$ cat config.mk
export PLATFORM = sky130hd
export DESIGN_NAME = lsu_port_flat
export DESIGN_NICKNAME = d
export VERILOG_FILES = /design/src/rtl/lsu_port_if.sv /design/src/rtl/lsu_port.sv /design/src/flat_wrapper.sv
export SDC_FILE = /design/constraint.sdc
export NUM_CORES = 1
export LEC_CHECK = 0
export ABC_CLOCK_PERIOD_IN_PS = 2040
export BUFFER_PORTS_ARGS = -buffer_cell sky130_fd_sc_hd__buf_2
export CORE_MARGIN = 4
export CORE_UTILIZATION = 46
export DETAILED_ROUTE_END_ITERATION = 10
export PLACE_DENSITY = 0.76
export SYNTH_ARGS = -nofsm -noshare
export SYNTH_HDL_FRONTEND = slang
export SYNTH_SLANG_ARGS = --single-unit
$ cat constraint.sdc
create_clock -name clk -period 2.04 [get_ports clk]
set_clock_uncertainty 0.1 [all_clocks]
set_input_delay 0.306 -clock clk [delete_from_list [all_inputs] [get_ports clk]]
set_output_delay 0.306 -clock clk [all_outputs]
set_load 0.1 [all_outputs]
$ cat src/rtl/lsu_port_if.sv
// Load/store port bundle: core request/response handshake plus word-memory side.
interface lsu_port_if;
  // Core request
  logic        req_valid;
  logic        req_ready;
  logic        req_we;
  logic [2:0]  req_funct3;
  logic [31:0] req_addr;
  logic [31:0] req_wdata;
  // Core response
  logic        resp_valid;
  logic [31:0] resp_rdata;
  logic        resp_err;
  // Word memory
  logic        mem_write_enable;
  logic [31:0] mem_address;
  logic [31:0] mem_data_in;
  logic [31:0] mem_data_out;

  // LSU side
  modport slave (
    input  req_valid, req_we, req_funct3, req_addr, req_wdata, mem_data_out,
    output req_ready, resp_valid, resp_rdata, resp_err,
    output mem_write_enable, mem_address, mem_data_in
  );

  // Core/memory side
  modport master (
    output req_valid, req_we, req_funct3, req_addr, req_wdata, mem_data_out,
    input  req_ready, resp_valid, resp_rdata, resp_err,
    input  mem_write_enable, mem_address, mem_data_in
  );
endinterface

$ cat src/rtl/lsu_port.sv
// Single-outstanding load/store unit port onto a 32-bit word memory.
// Sub-word stores are done as read-modify-write; loads are sign/zero extended.
module lsu_port (
  input logic      clk,
  input logic      rst_n,
  lsu_port_if.slave bus
);

  typedef enum logic [2:0] {StIdle, StRd, StCap, StWr, StResp} state_e;

  state_e      state_q;
  logic [31:0] addr_q;
  logic [31:0] wdata_q;
  logic [2:0]  funct3_q;
  logic        we_q;
  logic [31:0] word_q;   // word to be written in StWr
  logic [31:0] rdata_q;
  logic        err_q;

  logic        req_err;
  logic [31:0] load_val;
  logic [31:0] merge_word;
  logic [7:0]  byte_sel;
  logic [15:0] half_sel;

  // Classify the incoming request as illegal (bad size code or misaligned).
  always_comb begin
    req_err = 1'b0;
    case (bus.req_funct3)
      3'b000:  req_err = 1'b0;
      3'b001:  req_err = bus.req_addr[0];
      3'b010:  req_err = |bus.req_addr[1:0];
      3'b100:  req_err = bus.req_we;
      3'b101:  req_err = bus.req_we | bus.req_addr[0];
      default: req_err = 1'b1;
    endcase
  end

  // Extract the addressed lane from the memory word (little-endian).
  always_comb begin
    byte_sel = 8'h00;
    case (addr_q[1:0])
      2'd0:    byte_sel = bus.mem_data_out[7:0];
      2'd1:    byte_sel = bus.mem_data_out[15:8];
      2'd2:    byte_sel = bus.mem_data_out[23:16];
      default: byte_sel = bus.mem_data_out[31:24];
    endcase
    half_sel = addr_q[1] ? bus.mem_data_out[31:16] : bus.mem_data_out[15:0];
    // funct3[2] selects zero extension (BU/HU)
    case (funct3_q[1:0])
      2'b00:   load_val = {{24{byte_sel[7] & ~funct3_q[2]}}, byte_sel};
      2'b01:   load_val = {{16{half_sel[15] & ~funct3_q[2]}}, half_sel};
      default: load_val = bus.mem_data_out;
    endcase
  end

  // Replace only the addressed byte/half of the read word with the store data.
  always_comb begin
    merge_word = bus.mem_data_out;
    if (funct3_q[1:0] == 2'b00) begin
      case (addr_q[1:0])
        2'd0:    merge_word[7:0]   = wdata_q[7:0];
        2'd1:    merge_word[15:8]  = wdata_q[7:0];
        2'd2:    merge_word[23:16] = wdata_q[7:0];
        default: merge_word[31:24] = wdata_q[7:0];
      endcase
    end else if (addr_q[1]) begin
      merge_word[31:16] = wdata_q[15:0];
    end else begin
      merge_word[15:0] = wdata_q[15:0];
    end
  end

  // Request sequencing FSM; reset aborts any in-flight access.
  always_ff @(posedge clk or negedge rst_n) begin
    if (!rst_n) begin
      state_q  <= StIdle;
      addr_q   <= '0;
      wdata_q  <= '0;
      funct3_q <= '0;
      we_q     <= 1'b0;
      word_q   <= '0;
      rdata_q  <= '0;
      err_q    <= 1'b0;
    end else begin
      case (state_q)
        StIdle: begin
          if (bus.req_valid) begin
            addr_q   <= bus.req_addr;
            wdata_q  <= bus.req_wdata;
            funct3_q <= bus.req_funct3;
            we_q     <= bus.req_we;
            if (req_err) begin
              rdata_q <= '0;
              err_q   <= 1'b1;
              state_q <= StResp;
            end else if (bus.req_we && bus.req_funct3 == 3'b010) begin
              word_q  <= bus.req_wdata;
              state_q <= StWr;
            end else begin
              state_q <= StRd;
            end
          end
        end
        StRd: state_q <= StCap;
        StCap: begin
          if (we_q) begin
            word_q  <= merge_word;
            state_q <= StWr;
          end else begin
            rdata_q <= load_val;
            err_q   <= 1'b0;
            state_q <= StResp;
          end
        end
        StWr: begin
          rdata_q <= '0;
          err_q   <= 1'b0;
          state_q <= StResp;
        end
        StResp:  state_q <= StIdle;
        default: state_q <= StIdle;
      endcase
    end
  end

  assign bus.req_ready        = (state_q == StIdle);
  assign bus.resp_valid       = (state_q == StResp);
  assign bus.resp_rdata       = rdata_q;
  assign bus.resp_err         = err_q;
  assign bus.mem_write_enable = (state_q == StWr);
  assign bus.mem_address      = {2'b00, addr_q[31:2]};
  assign bus.mem_data_in      = (state_q == StWr) ? word_q : 32'h0;

endmodule

$ cat src/flat_wrapper.sv
// flat-port wrapper written by rule: the top's interface ports become plain ports
module lsu_port_flat 
  (clk, rst_n, bus_req_valid, bus_req_we, bus_req_funct3, bus_req_addr, bus_req_wdata, bus_mem_data_out, bus_req_ready, bus_resp_valid, bus_resp_rdata, bus_resp_err, bus_mem_write_enable, bus_mem_address, bus_mem_data_in);
  lsu_port_if bus_i ();
  input logic clk;
  input logic rst_n;
  input wire logic [$bits(bus_i.req_valid)-1:0] bus_req_valid;
  input wire logic [$bits(bus_i.req_we)-1:0] bus_req_we;
  input wire logic [$bits(bus_i.req_funct3)-1:0] bus_req_funct3;
  input wire logic [$bits(bus_i.req_addr)-1:0] bus_req_addr;
  input wire logic [$bits(bus_i.req_wdata)-1:0] bus_req_wdata;
  input wire logic [$bits(bus_i.mem_data_out)-1:0] bus_mem_data_out;
  output wire logic [$bits(bus_i.req_ready)-1:0] bus_req_ready;
  output wire logic [$bits(bus_i.resp_valid)-1:0] bus_resp_valid;
  output wire logic [$bits(bus_i.resp_rdata)-1:0] bus_resp_rdata;
  output wire logic [$bits(bus_i.resp_err)-1:0] bus_resp_err;
  output wire logic [$bits(bus_i.mem_write_enable)-1:0] bus_mem_write_enable;
  output wire logic [$bits(bus_i.mem_address)-1:0] bus_mem_address;
  output wire logic [$bits(bus_i.mem_data_in)-1:0] bus_mem_data_in;
  assign bus_i.req_valid = bus_req_valid;
  assign bus_i.req_we = bus_req_we;
  assign bus_i.req_funct3 = bus_req_funct3;
  assign bus_i.req_addr = bus_req_addr;
  assign bus_i.req_wdata = bus_req_wdata;
  assign bus_i.mem_data_out = bus_mem_data_out;
  assign bus_req_ready = bus_i.req_ready;
  assign bus_resp_valid = bus_i.resp_valid;
  assign bus_resp_rdata = bus_i.resp_rdata;
  assign bus_resp_err = bus_i.resp_err;
  assign bus_mem_write_enable = bus_i.mem_write_enable;
  assign bus_mem_address = bus_i.mem_address;
  assign bus_mem_data_in = bus_i.mem_data_in;
  lsu_port u_core (.clk(clk), .rst_n(rst_n), .bus(bus_i));
endmodule
==> impl_metrics.prom, run 1 <==
# TYPE chip_impl_metric gauge
chip_impl_info{name="result_of_the_run",value="finished, violations left"} 1
chip_impl_info{name="violations",value="negative setup slack"} 1
chip_impl_info{name="leading_cell_type_in_the_layout_fill_and_taps_excluded",value="buf_2"} 1
chip_impl_metric{name="worstMarginPinSlew",unit="ns"} 0.725
chip_impl_metric{name="syn-cell-area",unit="µm²"} 6270
chip_impl_metric{name="cap_viol_max_count",unit=""} 0
chip_impl_metric{name="row_count",unit=""} 42
chip_impl_metric{name="clockBufferDepth",unit=""} 2
chip_impl_metric{name="fin_util",unit="%"} 66.6
chip_impl_metric{name="final.period_utilization",unit="%"} 104
chip_impl_metric{name="global_router_s_overall_resource_usage",unit="%"} 26.7
chip_impl_metric{name="die_x",unit="µm"} 125
chip_impl_info{name="cts_root_buf",value="clkbuf_16"} 1
chip_impl_metric{name="firstDrtPassIters",unit=""} 5
chip_impl_metric{name="hold_viol_final",unit=""} 0
chip_impl_metric{name="setup-violations-final",unit=""} 33
chip_impl_info{name="timing.rr.start",value="u_core.state_q[1]$_DFFE_PN0P_"} 1
chip_impl_metric{name="grt_pass1_vias",unit=""} 6107
chip_impl_metric{name="detail_route.drc_violations",unit=""} 0
chip_impl_metric{name="die_h",unit="µm"} 125
chip_impl_metric{name="synthesis.area_per_instance",unit="µm²"} 10.4
chip_impl_info{name="grt_setup_unrepaired",value="yes"} 1
chip_impl_metric{name="num_io_pins",unit=""} 203
chip_impl_metric{name="detail_route.wirelength",unit="µm"} 21200
chip_impl_metric{name="leakagePower",unit="µW"} 0.00407
chip_impl_info{name="worst_setup_path_end_kind",value="output port"} 1
chip_impl_metric{name="clk-insertion-delay-late",unit="ns"} 0.43
chip_impl_metric{name="synth_largest_type_area_fraction",unit="%"} 47.9
chip_impl_metric{name="async_reset_ff_share",unit="%"} 100
chip_impl_metric{name="power-per-cell-area",unit="nW/µm²"} 2000
chip_impl_metric{name="slew_headroom",unit="%"} 51.5
chip_impl_metric{name="ant_nets",unit=""} 0
chip_impl_metric{name="design.die.area",unit="µm²"} 15600
chip_impl_info{name="criticalPathCategory",value="flop to output port"} 1
chip_impl_metric{name="crit_arrival",unit="ns"} 1.71
chip_impl_metric{name="dp.cells",unit=""} 930
chip_impl_metric{name="synth.yosys.warnings",unit=""} 0
chip_impl_info{name="final_cell_mix",value="buf_2 (164), dfrtp_1 (118), mux2_2 (55), o21ai_0 (44), buf_12 (43)"} 1
chip_impl_metric{name="global_route_wire_length_before_repair",unit="µm"} 33000
chip_impl_metric{name="timing.critical_path.fanout_max",unit=""} 8
chip_impl_metric{name="cts-buffers-inserted",unit=""} 17
chip_impl_metric{name="drt-wirelength-per-cell",unit="µm"} 21.8
chip_impl_metric{name="areaGrowthSynthToFinish",unit="%"} 41.1
chip_impl_metric{name="drive_above_1_share",unit="%"} 48.5
chip_impl_info{name="min-delay-path-class",value="input pin to flop"} 1
chip_impl_info{name="synthDominantAreaCellType",value="dfrtp_1"} 1
chip_impl_metric{name="dr.first_iter.drc_count",unit=""} 400
chip_impl_metric{name="postPlaceCellArea",unit="µm²"} 7990
chip_impl_info{name="critical_path.startpoint_type",value="flop"} 1
chip_impl_metric{name="number_of_synthesized_flops_with_an_enable_pin",unit=""} 0
chip_impl_metric{name="dr_total_vias",unit=""} 5869
chip_impl_metric{name="synthesis.instances",unit=""} 601
chip_impl_metric{name="core_region_area",unit="µm²"} 13300
chip_impl_info{name="worstSetupStartpoint",value="u_core.state_q[2]$_DFFE_PN0P_"} 1
chip_impl_info{name="tritoncts",value="done"} 1
chip_impl_metric{name="finish.net_count",unit=""} 891
chip_impl_info{name="dominantRegCellSynth",value="dfrtp_1"} 1
chip_impl_info{name="hold_start",value="bus_req_addr[31]"} 1
chip_impl_metric{name="design_area",unit="µm²"} 8850
chip_impl_metric{name="achievable-frequency",unit="MHz"} 472
chip_impl_metric{name="final_max_slew_viol_count",unit=""} 0
chip_impl_metric{name="finalWeightedCongestion",unit=""} 0.891
chip_impl_metric{name="grt-ovfl-total",unit=""} 0
chip_impl_metric{name="post_synthesis_sequential_area_ratio",unit="%"} 47.9
chip_impl_metric{name="preCtsSetupSlack",unit="ns"} -0.0620
chip_impl_metric{name="vdd.ir_drop.worst",unit="V"} 0.00188
chip_impl_metric{name="antenna-diode-count",unit=""} 0
chip_impl_info{name="netlist_top_cells_area",value="dfrtp_1 (48%), mux2_2 (9.9%), buf_4 (3.8%), o21ai_0 (3.5%), and2_1 (3.4%)"} 1
chip_impl_metric{name="cts.sinks",unit=""} 120
chip_impl_metric{name="final_cell_count_no_fill",unit=""} 976
chip_impl_metric{name="dp.final_hpwl",unit="µm"} 15400
chip_impl_metric{name="grt_max_degree",unit=""} 68
chip_impl_metric{name="io_buffers",unit=""} 200
chip_impl_metric{name="timing.final.crit_period",unit="ns"} 2.12
chip_impl_metric{name="initial_core_utilization",unit="%"} 47.2
chip_impl_metric{name="distinct_cell_type_count_of_the_synthesized_netlist",unit=""} 48
chip_impl_metric{name="synth-seq-cells",unit=""} 120
chip_impl_metric{name="totalPowerFinal",unit="µW"} 17700
chip_impl_metric{name="antenna_violations_before_repair",unit=""} 1
chip_impl_metric{name="layout_setup_ws",unit="ns"} -0.0785
chip_impl_metric{name="vias_per_cell",unit=""} 6.01
chip_impl_metric{name="clk_pin_slew",unit="ns"} 0.06
chip_impl_metric{name="cts-htree-levels",unit=""} 4
chip_impl_metric{name="timing.critical_path.required",unit="ns"} 1.63
-- state kept, by name, summed over array words and instances, names as in the netlist --
name and count:
u_core.addr_q 32, u_core.bus.resp_rdata 32, u_core.word_q 32, u_core.wdata_q 16, u_core.funct3_q 3, u_core.state_q 3
u_core.bus.resp_err 1, u_core.we_q 1
-- worst max-delay path: stages (launching register included) --
cell	delay [ns]
dfrtp_2	0.42
inv_2	0.08
and3_4	0.28
clkbuf_16	0.18
and2_4	0.16
buf_12	0.17
-- where the power goes --
group	internal [µW]	leakage [µW]	total [µW]	switching (µW)
Combinational	2780	0.00231	10300	7560
Sequential	3510	0.00148	4250	745
Clock	2020	0.000280	3130	1100
-- cells in the mapped netlist (2+ instances only) --
| cell type | n |
|---|---|
| nand3_1 | 11 |
| mux2_2 | 55 |
| buf_4 | 32 |
| a221o_1 | 17 |
| dfrtp_1 | 120 |
| a31oi_1 | 16 |
| inv_1 | 7 |
| o22ai_1 | 20 |
| a211o_1 | 6 |
| or2_2 | 3 |
| o21ai_0 | 44 |
| nor2b_1 | 8 |
| nand3b_1 | 2 |
| a211oi_1 | 15 |
| nor3_1 | 2 |
| a2bb2oi_1 | 7 |
| nor2_1 | 20 |
| clkbuf_1 | 35 |
| and3_1 | 16 |
| o21a_1 | 2 |
| a311oi_1 | 2 |
| o221ai_1 | 16 |
| buf_2 | 14 |
| o31ai_1 | 18 |
| a21oi_1 | 21 |
| and2_1 | 34 |
| nand2b_1 | 4 |
| nand2_1 | 27 |
| a22o_1 | 7 |
| nor2_2 | 2 |
-- stage by stage --
step,hold WS (ns),setup TNS (ns)
6_report,0.0126,-1.96
5_1_grt,0.00000233,-4.03
4_1_cts,0.000120,-1.31
3_5_place_dp,0.0573,-0.227
3_3_place_gp,0.0536,0
2_1_floorplan,-0.0896,-0.157
-- what timing repair did --
| action | 4_1_cts | 5_1_grt |
|---|---|---|
| endpoints found under the setup margin | 56 | 65 |
| setup buffers | 5 | 4 |
| hold endpoints to repair | 123 | 0 |
| pin swaps | 11 | 12 |
| cloned | 1 | 1 |
| gates resized for setup | 20 | 17 |
| hold buffers | 4 | 0 |
-- per-layer routing --
| layer | vias to the layer above | wire length [µm] | GRT usage, % |
|---|---|---|---|
| met5 | - | 7 | 0 |
| met4 | 2 | 699 | 12.7 |
| met3 | 52 | 1840 | 8.28 |
| met2 | 328 | 10000 | 41.7 |
| met1 | 2910 | 8680 | 33.9 |
| li1 | 2577 | - | - |
-- worst paths after layout --
check	end	cells after the start	slack (ns)
max	bus_mem_data_in[16]	5	-0.08
min reg2reg	u_core.addr_q[9]$_DFFE_PN0P_	1	0.40
max in group asynchronous	u_core.state_q[2]$_DFFE_PN0P_	3	1.06
min	u_core.addr_q[31]$_DFFE_PN0P_	2	0.01
min in group asynchronous	u_core.wdata_q[12]$_DFFE_PN0P_	2	0.17
max reg2reg	u_core.bus.resp_rdata[26]$_DFFE_PN0P_	7	0.02
-- logic make-up (layout without fill, tap and decap cells) --
family	count (synthesis)	after routing	share of synthesized area [%]
buf+inv	90	288	7.70
compound gates	199	199	22.3
simple gates	134	134	11.7
mux	57	57	10.4
other cells	1	2	0.0598
flops	120	120	47.9
-- final cells by class --
type                            instances  area [µm²]
Timing Repair Buffer                  250        2070
Tap cell                              176         220
Multi-Input combinational cell        392        2920
Inverter                                7        30.0
Fill cell                            1014        4440
Clock inverter                         13         180
Clock buffer                           18         429
Sequential cell                       120        3010
Power figures use the tool's default switching activity.
==> run 2, diff against run 1 <==
--- a/config.mk
+++ b/config.mk
@@ -10,6 +10,7 @@
 export CORE_MARGIN = 4
 export CORE_UTILIZATION = 46
 export DETAILED_ROUTE_END_ITERATION = 10
+export GPL_TIMING_DRIVEN = 0
 export PLACE_DENSITY = 0.76
 export SYNTH_ARGS = -nofsm -noshare
 export SYNTH_HDL_FRONTEND = slang
==> run 2 against run 1 <==
  * The flow still finishes with violations (negative setup slack)
  * Via count is 4.9% higher
  * Die area stayed put
  * Count of clock-buffer cells in the layout is 1 higher
  * Setup slack worse by 0.018 ns
  * Core utilization is 2.3 points higher
  * Flip-flop and latch count stayed put
  * Fmax is 0.83% lower
  * Critical endpoint is now bus_mem_data_in[28]
==> impl_metrics.prom, run 2 (synthesis results as in run 1) <==
# TYPE chip_impl_metric gauge
chip_impl_info{name="result_of_the_run",value="finished, violations left"} 1
chip_impl_info{name="violations",value="negative setup slack"} 1
chip_impl_metric{name="global_router_s_overall_resource_usage",unit="%"} 27.3
chip_impl_metric{name="design.die.area",unit="µm²"} 15600
chip_impl_metric{name="hold_viol_final",unit=""} 0
chip_impl_metric{name="dr_total_vias",unit=""} 6159
chip_impl_metric{name="slew_headroom",unit="%"} 64.8
chip_impl_metric{name="preCtsSetupSlack",unit="ns"} -0.552
chip_impl_metric{name="whs_path_depth",unit=""} 2
chip_impl_metric{name="cts.sinks",unit=""} 120
chip_impl_metric{name="clockPowerShare",unit="%"} 16.8
chip_impl_metric{name="firstDrtPassIters",unit=""} 5
chip_impl_info{name="worst_path_cell_chain",value="inv_4 -> and3_4 -> buf_6 -> and2_4 -> buf_12"} 1
chip_impl_metric{name="detail_route.wirelength",unit="µm"} 21900
chip_impl_metric{name="layout_setup_ws",unit="ns"} -0.0961
chip_impl_metric{name="grt_pass1_vias",unit=""} 6223
chip_impl_metric{name="design_area",unit="µm²"} 9160
chip_impl_metric{name="final_max_slew_viol_count",unit=""} 0
chip_impl_metric{name="dp.final_hpwl",unit="µm"} 15300
chip_impl_info{name="criticalPathCategory",value="flop to output port"} 1
chip_impl_metric{name="p_comb_share",unit="%"} 59.8
chip_impl_metric{name="critical-path-max-stage-delay",unit="ns"} 0.44
chip_impl_info{name="hold_end",value="u_core.addr_q[10]$_DFFE_PN0P_"} 1
chip_impl_metric{name="crit_arrival",unit="ns"} 1.73
chip_impl_metric{name="drt-wirelength-per-cell",unit="µm"} 21.3
chip_impl_metric{name="grt-ovfl-total",unit=""} 0
chip_impl_metric{name="setup.reg_to_reg.worst_slack",unit="ns"} -0.01
chip_impl_metric{name="antenna_violations_before_repair",unit=""} 2
chip_impl_metric{name="areaGrowthSynthToFinish",unit="%"} 46.0
chip_impl_metric{name="detail_route.drc_violations",unit=""} 0
chip_impl_metric{name="finalWeightedCongestion",unit=""} 0.925
chip_impl_metric{name="power.share.sequential",unit="%"} 23.3
chip_impl_metric{name="finish.net_count",unit=""} 944
chip_impl_info{name="max_stage_delay_cell_worst_path",value="dfrtp_2"} 1
chip_impl_metric{name="cts-htree-levels",unit=""} 4
chip_impl_metric{name="die_x",unit="µm"} 125
chip_impl_metric{name="global_route_wire_length_before_repair",unit="µm"} 33700
chip_impl_metric{name="grt_max_degree",unit=""} 78
chip_impl_info{name="cts_root_buf",value="clkbuf_16"} 1
chip_impl_info{name="grt_setup_unrepaired",value="yes"} 1
chip_impl_info{name="hold_start",value="bus_req_addr[10]"} 1
chip_impl_info{name="timing.rr.start",value="u_core.state_q[2]$_DFFE_PN0P_"} 1
chip_impl_metric{name="vias_per_cell",unit=""} 5.99
chip_impl_metric{name="clk-insertion-delay-late",unit="ns"} 0.41
chip_impl_metric{name="timing.critical_path.required",unit="ns"} 1.63
chip_impl_metric{name="power-per-cell-area",unit="nW/µm²"} 2000
chip_impl_metric{name="antenna-diode-count",unit=""} 0
chip_impl_metric{name="dp.cells",unit=""} 979
chip_impl_metric{name="clockBufferDepth",unit=""} 2
chip_impl_metric{name="vdd.ir_drop.worst",unit="V"} 0.00174
chip_impl_info{name="tritoncts",value="done"} 1
chip_impl_info{name="critical_path.startpoint_type",value="flop"} 1
chip_impl_metric{name="core_region_area",unit="µm²"} 13300
chip_impl_metric{name="die_h",unit="µm"} 125
chip_impl_metric{name="setup-violations-final",unit=""} 33
chip_impl_metric{name="io_buffers",unit=""} 200
chip_impl_info{name="crit-reg2reg-capture",value="u_core.bus.resp_rdata[23]$_DFFE_PN0P_"} 1
chip_impl_metric{name="cap_viol_max_count",unit=""} 0
chip_impl_info{name="min-delay-path-class",value="input pin to flop"} 1
chip_impl_metric{name="fin_hold_ws",unit="ns"} 0.0253
chip_impl_info{name="final_cell_mix",value="buf_2 (169), dfrtp_1 (118), mux2_2 (55), buf_4 (52), o21ai_0 (43)"} 1
chip_impl_metric{name="achievable-frequency",unit="MHz"} 468
chip_impl_metric{name="ant_nets",unit=""} 0
chip_impl_metric{name="leakagePower",unit="µW"} 0.00431
chip_impl_metric{name="cts-buffers-inserted",unit=""} 17
chip_impl_metric{name="timing.critical_path.fanout_max",unit=""} 5
chip_impl_metric{name="num_io_pins",unit=""} 203
chip_impl_metric{name="switching_power",unit="µW"} 9600
chip_impl_metric{name="p_int",unit="µW"} 8730
chip_impl_metric{name="dr.first_iter.drc_count",unit=""} 525
chip_impl_info{name="leading_cell_type_in_the_layout_fill_and_taps_excluded",value="buf_2"} 1
chip_impl_metric{name="worst_reg_to_reg_cells",unit=""} 7
chip_impl_metric{name="fraction_of_power_spent_switching_nets",unit="%"} 52.4
chip_impl_metric{name="worstMarginPinSlew",unit="ns"} 0.526
chip_impl_metric{name="final.period_utilization",unit="%"} 105
chip_impl_metric{name="initial_core_utilization",unit="%"} 47.2
chip_impl_metric{name="row_count",unit=""} 42
chip_impl_info{name="worst_setup_path_end_kind",value="output port"} 1
chip_impl_metric{name="final_cell_count_no_fill",unit=""} 1028
chip_impl_metric{name="timing.final.crit_period",unit="ns"} 2.14
chip_impl_metric{name="postPlaceCellArea",unit="µm²"} 7590
chip_impl_metric{name="drive_above_1_share",unit="%"} 51.8
chip_impl_metric{name="clk_pin_slew",unit="ns"} 0.05
-- run 2: cell types whose count changed in the layout (fill, tap and decap cells not counted), moves of 5 or more --
cell / previous run / this run
clkinvlp_4: 7 / 0
a211oi_1: 15 / 6
and2_4: 25 / 30
buf_2: 164 / 169
clkbuf_1: 1 / 13
clkbuf_2: 0 / 8
clkbuf_4: 0 / 6
buf_6: 4 / 15
and2_2: 9 / 0
buf_8: 0 / 6
buf_4: 33 / 52
buf_12: 43 / 31
a211oi_2: 0 / 9
-- run 2: how the worst max path moves through the flow --
stage	end	depth (start not counted)	from
floorplan	bus_resp_valid	2	u_core.state_q[1]$_DFFE_PN0P_
global placement	u_core.addr_q[12]$_DFFE_PN0P_	1	rst_n
finish	bus_mem_data_in[28]	5	u_core.state_q[2]$_DFFE_PN0P_
global route	bus_mem_data_in[28]	5	u_core.state_q[2]$_DFFE_PN0P_
detailed placement	u_core.word_q[27]$_DFFE_PN0P_	7	u_core.state_q[0]$_DFFE_PN0P_
CTS	bus_mem_data_in[30]	5	u_core.state_q[2]$_DFFE_PN0P_
-- run 2: worst max-delay path, delay by kind of cell, from the launching register on --
kind | cells | cell delay, ns
DFF | 1 | 0.44
and+or+nand+nor | 2 | 0.46
buffers and inverters | 3 | 0.41
-- run 2: final cells by class --
| cell class | count | area (µm²) |
|---|---|---|
| Fill cell | 1056 | 4140 |
| Buffer | 77 | 566 |
| Sequential cell | 120 | 3010 |
| Timing Repair Buffer | 225 | 1730 |
| Clock buffer | 19 | 443 |
| Multi-Input combinational cell | 393 | 3010 |
| Clock inverter | 11 | 155 |
| Tap cell | 176 | 220 |
| Inverter | 7 | 28.8 |
-- run 2: metrics by stage --
stage	total power (µW)	setup TNS, ns	utilization (%)
final	18300	-1.99	68.9
after detailed placement	14300	-40.73	57.1
after global routing	19100	-4.37	68.9
after floorplan	12300	-0.157	-
after CTS	18000	-2.20	67.9
after global placement	14200	-149.43	56.9
-- run 2: metal layers --
metal  wire length, µm  track usage (%)
met5                21                0
met3              2320             7.59
met1              8610             34.4
met2             10200             43.7
met4               764             12.1
-- run 2: what timing repair did --
action | 4_1_cts | 5_1_grt
gates cloned | 3 | 2
pin swaps | 25 | 16
gates resized for setup | 208 | 57
hold buffers | 1 | 0
buffers inserted | 11 | 8
hold endpoints to repair | 43 | 0
endpoints found under the setup margin | 142 | 112
-- run 2: power groups by stage --
stage	registers [µW]	clock network [µW]	logic, µW
global route	4390	3220	11500
finish	4280	3080	11000
CTS	4230	3120	10700
global placement	4190	0	9970
floorplan	5900	0	6440
detailed placement	4230	0	10100
